[config.mk]
export PLATFORM = sky130hd
export DESIGN_NAME = disp_scan_4d_flat
export DESIGN_NICKNAME = d
export VERILOG_FILES = /design/src/rtl/disp_scan_4d_if.sv /design/src/rtl/disp_scan_4d.sv /design/src/flat_wrapper.sv
export SDC_FILE = /design/constraint.sdc
export NUM_CORES = 1
export LEC_CHECK = 0
export BUFFER_PORTS_ARGS = -buffer_cell sky130_fd_sc_hd__buf_4
export CORE_ASPECT_RATIO = 0.5
export CORE_MARGIN = 2
export CORE_UTILIZATION = 50
export DETAILED_ROUTE_END_ITERATION = 10
export GPL_ROUTABILITY_DRIVEN = 1
export HOLD_SLACK_MARGIN = 0.08
export PLACE_DENSITY = 0.71
export SYNTH_ARGS = -nofsm -noshare
export SYNTH_HDL_FRONTEND = slang
export SYNTH_SLANG_ARGS = --single-unit
[constraint.sdc]
create_clock -name clk -period 4.05 [get_ports clk]
set_input_delay 0.2025 -clock clk [delete_from_list [all_inputs] [get_ports clk]]
set_output_delay 0.2025 -clock clk [all_outputs]
set_load 0.05 [all_outputs]
[src/rtl/disp_scan_4d_if.sv]
// Bundle of display data inputs and multiplexed 7-segment drive outputs
// for the 4-digit scanner.
interface disp_scan_4d_if;
   logic [15:0] hexs;
   logic [3:0]  dp_in;
   logic        en;
   logic [6:0]  segment;
   logic        dp;
   logic [3:0]  AN;
   logic        frame_done;

   modport master (
      output hexs, dp_in, en,
      input  segment, dp, AN, frame_done
   );

   modport slave (
      input  hexs, dp_in, en,
      output segment, dp, AN, frame_done
   );
endinterface

[src/rtl/disp_scan_4d.sv]
// Time-multiplexed 4-digit 7-segment scanner with frame capture,
// leading-zero blanking and registered active-low outputs.
module disp_scan_4d #(
   parameter int SCAN_DIV = 50000,
   parameter int LZ_BLANK = 1
) (
   input  logic           clk,
   input  logic           rst,
   disp_scan_4d_if.slave  bus
);
   localparam int            PW         = (SCAN_DIV > 1) ? $clog2(SCAN_DIV) : 1;
   localparam logic [PW-1:0] PRESC_LAST = PW'(SCAN_DIV - 1);

   logic [PW-1:0] presc_r;
   logic [PW-1:0] presc_nxt_s;
   logic [1:0]    idx_r;
   logic [1:0]    idx_nxt_s;
   logic [15:0]   frame_hex_r;
   logic [3:0]    frame_dp_r;
   logic          tick_s;
   logic          capture_s;
   logic [3:0]    nib_s;
   logic          blank_s;
   logic [6:0]    seg_nxt_s;
   logic          dp_nxt_s;
   logic [3:0]    an_nxt_s;
   logic [6:0]    seg_r;
   logic          dp_r;
   logic [3:0]    an_r;
   logic          frame_done_r;

   function automatic logic [6:0] hex_to_seg(input logic [3:0] v);
      case (v)
         4'h0:    hex_to_seg = 7'b1000000;
         4'h1:    hex_to_seg = 7'b1111001;
         4'h2:    hex_to_seg = 7'b0100100;
         4'h3:    hex_to_seg = 7'b0110000;
         4'h4:    hex_to_seg = 7'b0011001;
         4'h5:    hex_to_seg = 7'b0010010;
         4'h6:    hex_to_seg = 7'b0000010;
         4'h7:    hex_to_seg = 7'b1111000;
         4'h8:    hex_to_seg = 7'b0000000;
         4'h9:    hex_to_seg = 7'b0010000;
         4'hA:    hex_to_seg = 7'b0001000;
         4'hB:    hex_to_seg = 7'b0000011;
         4'hC:    hex_to_seg = 7'b1000110;
         4'hD:    hex_to_seg = 7'b0100001;
         4'hE:    hex_to_seg = 7'b0000110;
         4'hF:    hex_to_seg = 7'b0001110;
         default: hex_to_seg = 7'h7F;
      endcase
   endfunction

   // A digit is a leading zero when it and every digit to its left are zero;
   // the rightmost digit always shows.
   function automatic logic is_lead_zero(input logic [15:0] f, input logic [1:0] i);
      case (i)
         2'd3:    is_lead_zero = (f[15:12] == 4'h0);
         2'd2:    is_lead_zero = (f[15:8]  == 8'h00);
         2'd1:    is_lead_zero = (f[15:4]  == 12'h000);
         default: is_lead_zero = 1'b0;
      endcase
   endfunction

   // Next prescaler / digit index; capture happens on the 3 -> 0 wrap tick.
   always_comb begin
      tick_s    = (presc_r == PRESC_LAST);
      capture_s = tick_s && (idx_r == 2'd3);
      if (tick_s) begin
         presc_nxt_s = {PW{1'b0}};
         idx_nxt_s   = idx_r + 2'd1;
      end else begin
         presc_nxt_s = presc_r + PW'(1);
         idx_nxt_s   = idx_r;
      end
   end

   // Scan state and frame register.
   always_ff @(posedge clk) begin
      if (rst) begin
         presc_r     <= {PW{1'b0}};
         idx_r       <= 2'd0;
         frame_hex_r <= 16'h0000;
         frame_dp_r  <= 4'h0;
      end else begin
         presc_r <= presc_nxt_s;
         idx_r   <= idx_nxt_s;
         if (capture_s) begin
            frame_hex_r <= bus.hexs;
            frame_dp_r  <= bus.dp_in;
         end else begin
            frame_hex_r <= frame_hex_r;
            frame_dp_r  <= frame_dp_r;
         end
      end
   end

   // Drive for the current slot, taken only from the captured frame.
   always_comb begin
      nib_s   = frame_hex_r[{idx_r, 2'b00} +: 4];
      blank_s = (LZ_BLANK != 0) && is_lead_zero(frame_hex_r, idx_r);
      if (bus.en && !blank_s) begin
         an_nxt_s  = ~(4'b0001 << idx_r);
         seg_nxt_s = hex_to_seg(nib_s);
         dp_nxt_s  = ~frame_dp_r[idx_r];
      end else begin
         an_nxt_s  = 4'b1111;
         seg_nxt_s = 7'h7F;
         dp_nxt_s  = 1'b1;
      end
   end

   // Output registers: one cycle behind the scan state.
   always_ff @(posedge clk) begin
      if (rst) begin
         an_r         <= 4'b1111;
         seg_r        <= 7'h7F;
         dp_r         <= 1'b1;
         frame_done_r <= 1'b0;
      end else begin
         an_r         <= an_nxt_s;
         seg_r        <= seg_nxt_s;
         dp_r         <= dp_nxt_s;
         frame_done_r <= capture_s;
      end
   end

   assign bus.AN         = an_r;
   assign bus.segment    = seg_r;
   assign bus.dp         = dp_r;
   assign bus.frame_done = frame_done_r;
endmodule

[src/flat_wrapper.sv]
// flat-port wrapper written by rule: the top's interface ports become plain ports
module disp_scan_4d_flat 
#(
   parameter int SCAN_DIV = 50000,
   parameter int LZ_BLANK = 1
)
  (clk, rst, bus_hexs, bus_dp_in, bus_en, bus_segment, bus_dp, bus_AN, bus_frame_done);
  disp_scan_4d_if bus_i ();
  input  logic clk;
  input  logic rst;
  input wire logic [$bits(bus_i.hexs)-1:0] bus_hexs;
  input wire logic [$bits(bus_i.dp_in)-1:0] bus_dp_in;
  input wire logic [$bits(bus_i.en)-1:0] bus_en;
  output wire logic [$bits(bus_i.segment)-1:0] bus_segment;
  output wire logic [$bits(bus_i.dp)-1:0] bus_dp;
  output wire logic [$bits(bus_i.AN)-1:0] bus_AN;
  output wire logic [$bits(bus_i.frame_done)-1:0] bus_frame_done;
  assign bus_i.hexs = bus_hexs;
  assign bus_i.dp_in = bus_dp_in;
  assign bus_i.en = bus_en;
  assign bus_segment = bus_i.segment;
  assign bus_dp = bus_i.dp;
  assign bus_AN = bus_i.AN;
  assign bus_frame_done = bus_i.frame_done;
  disp_scan_4d #(.SCAN_DIV(SCAN_DIV), .LZ_BLANK(LZ_BLANK)) u_core (.clk(clk), .rst(rst), .bus(bus_i));
endmodule
==> impl_metrics.yaml <==
clock_tree:
  path_clk_slew_ns: 0.09
  ctsHoldBuffers: 0
  cts_root_buf: "clkbuf_8"
  clkLatencyLatePin_ns: 0.31
  htreeDepth: 2
  cts_resized: 0
  clk_path_buf_depth: 2
  cts_tree: "built"
  numCtsBuffers: 5
  cts_sinks: 51
  post_cts_buffers: 0
detailed_routing:
  wl_per_cell_um: 14.39
  drt_first_pass_iters: 4
  ant_nets: 0
  route.detailed.drc: 0
  via_per_inst: 5.540
  wirelength_um: 5282
  drt_iter0_drc: 73
  num_vias: 2033
synthesis:
  dominantRegCellSynth: "dfxtp_1"
  synth_compound_area_share_pct: 14.73
  yosys-top-cells-area: "dfxtp_1 (41%), ha_1 (6.0%), a21oi_1 (5.4%)"
  synth_top_area_share_pct: 41.03
  synth_nets: 305
  avgSynthCellArea_um2: 9.217
  yosys.area_share.simple_pct: 19.91
  netlist_instances: 270
  synth_area_um2: 2489
  synthAdderAreaFrac_pct: 6.033
  yosys_warnings: 0
  async_reset_ff_share_pct: 0
  ys_types: 44
  synth_top_family_by_area: "simple AND/OR/NAND/NOR gates"
  ys_seq_area_share_pct: 41.03
  synth_xor_area_share_pct: 4.575
  synth_top_area_cell: "dfxtp_1"
  ys_ff_latch: 51
  synth.mux.area_fraction_pct: 8.296
  synth_edf_count: 0
critical_path:
  required_ns: 4.24
  timing.rr.start: "u_core.idx_r[1]"
  worst-path-buf-inv: 1
  rrSetupSlack_ns: 1.57
  path_cells: "ha_1 -> inv_1 -> o21ai_0 -> a21oi_1"
  cp_max_fo: 24
  start_kind: "flip-flop"
  criticalPathCategory: "flip-flop to flip-flop"
  critical_path.top_delay_family: "adder cells"
  reg2reg_depth: 4
  max_stage_delay_ns: 0.79
  r2r_end: "u_core.frame_hex_r[15]"
  critPathSlowestCell: "ha_1"
  cp_data_arrival_time_ns: 2.67
  cp-end-kind: "flip-flop"
sta:
  hold_viol: 0
  grt_setup_unrepaired: "no"
  fmax_ghz: 0.4035
  finalSetupViolations: 0
  finalCritPeriodShare_pct: 61.20
  fin_skew_ns: 0.006776
  slew_headroom_pct: 47.00
  tightest_slew_ns: 0.7949
  fin_tns_setup_ns: 0
  period_minus_slack_ns: 2.478
  drv_slew: 0
pwr:
  peakVddDrop_mv: 0.1447
  power_w: 0.0008821
  p_per_area_nw_per_um2: 312.1
  power_leakage_nw: 1.024
floorplan:
  boundaryPins: 36
  fp.dieH_um: 53.89
  die_w_um: 103.8
  design.die.area_um2: 5592
  initial_core_util_pct: 51.16
  rows: 18
  core_um2: 4865
global_routing:
  grt_antenna_before_repair: 0
  gr-total-overflow: 0
  grt_usage_pct: 20.27
  first_global_vias: 2009
  grt_pass1_wl_um: 8873
  grt_max_degree: 25
place:
  dpl.hpwl_um: 3758
  place.gp.congestion: 0.8070
  io_buffers: 35
hold_path:
  worstHoldPathCells: 3
  worstHoldPathType: "primary input to flip-flop"
  hold_start: "bus_dp_in[0]"
  min_to: "u_core.frame_dp_r[0]"
finish:
  syn_to_final_growth_pct: 13.57
  fin_nets: 331
  drive_above_1_share_pct: 18.52
  final_util_pct: 58.10
  num_antenna_cells: 0
outcome:
  status: "finished clean"
flow_run:
  maxCapViolations: 0
==> logic make-up (layout without fill, tap and decap cells) <==
family / Yosys count / in the layout
flip-flops: 51 / 51
AND/OR/NAND/NOR: 93 / 93
XOR/XNOR: 13 / 13
AO/OA/AOI/OAI: 65 / 65
multiplexers: 14 / 14
buffers and inverters: 22 / 49
adder cells (fa/ha/maj): 12 / 12
==> state kept, by name (all words and copies together), names as in the netlist <==
signal,cells
u_core.bus.AN,4
u_core.frame_hex_r,16
u_core.idx_r,2
u_core.bus.frame_done,1
u_core.presc_r,16
u_core.frame_dp_r,4
u_core.bus.dp,1
u_core.bus.segment,7
==> placed cells by master, fill, tap and decap left out, drive strengths merged <==
cell    count
nor3        2
a21bo       1
buf        35
xnor2       3
nand3      24
o311ai      1
and3        5
o311a       1
ha         12
o21ai      26
mux4        4
or3         6
and4        2
o221ai      3
xor2       10
mux2i       6
nor4        4
and4b       1
a211oi      1
a21boi      1
nor4bb      2
mux2        4
nand2      19
nand4       6
inv         6
o31ai       1
nor2b       1
nor2       16
and2        2
a22o        1
o211ai      2
nand3b      2
dfxtp      51
a21oi      27
clkbuf      8
or4b        1
==> worst reg2reg max path: cells and delay by family, from the launching register on <==
family / cells / cell delay, ns
flops: 1 / 0.67
buf+inv: 1 / 0.49
compound gates: 2 / 0.41
fa+ha+maj: 1 / 0.79
==> cells in the mapped netlist, types with 3 or more instances <==
| master | n |
|---|---|
| nand4_1 | 5 |
| dfxtp_1 | 51 |
| nor4_1 | 4 |
| xor2_1 | 10 |
| clkbuf_1 | 7 |
| xnor2_1 | 3 |
| inv_1 | 4 |
| nand2_1 | 19 |
| a21oi_1 | 27 |
| ha_1 | 12 |
| nor2_1 | 16 |
| buf_2 | 3 |
| mux2i_1 | 5 |
| o221ai_1 | 3 |
| o21ai_0 | 26 |
| buf_6 | 3 |
| mux4_2 | 4 |
| and3_1 | 5 |
| nand3_1 | 24 |
| or3_1 | 6 |
==> area by class of cell <==
class | instances | area (um^2)
fillers | 457 | 2038
clock buffers | 8 | 100.1
multi-input cells | 197 | 1333
inverters | 6 | 22.52
well taps | 70 | 87.58
flip-flops and latches | 51 | 1021
repair buffers | 35 | 262.8
==> per-stage QoR <==
step           hold slack (ns)  cell area (um^2)  std cells  setup WS [ns]
6_report                0.1523              2826        367          1.572
5_1_grt                 0.1487              2826        367          1.321
4_1_cts                 0.1430              2826        367          1.605
3_5_place_dp            0.4406              2726        359          1.625
3_3_place_gp            0.4286              2726        359          1.729
2_1_floorplan           0.2716              2489        270          2.028
==> report_power, final <==
| part | total [W] | internal (W) | switching [W] |
|---|---|---|---|
| sequential | 0.000510 | 0.000507 | 0.00000255 |
| combinational | 0.0000518 | 0.0000229 | 0.0000289 |
| clock | 0.000320 | 0.000156 | 0.000164 |
==> layer usage <==
layer | wire, um | up-vias | part of all wire, % | track usage (%)
met3 | 130 | 7 | 2.5 | 4.479
li1 | - | 1024 | - | -
met1 | 2466 | 975 | 47 | 23.52
met2 | 2611 | 27 | 49 | 38.63
met5 | 0 | - | 0 | 0
met4 | 74 | 0 | 1.4 | 7.432
==> how the worst max path moves through the flow <==
stage	from	to	slack [ns]	depth (start not counted)
global route	u_core.idx_r[0]	u_core.frame_hex_r[10]	1.32	4
finish	u_core.idx_r[1]	u_core.frame_hex_r[15]	1.57	4
global placement	u_core.presc_r[0]	u_core.presc_r[2]	1.73	5
floorplan	u_core.idx_r[0]	u_core.bus.segment[0]	2.03	6
CTS	u_core.idx_r[1]	u_core.frame_hex_r[15]	1.60	4
detailed placement	u_core.idx_r[0]	u_core.frame_hex_r[15]	1.63	4
Power figures use the tool's default switching activity.
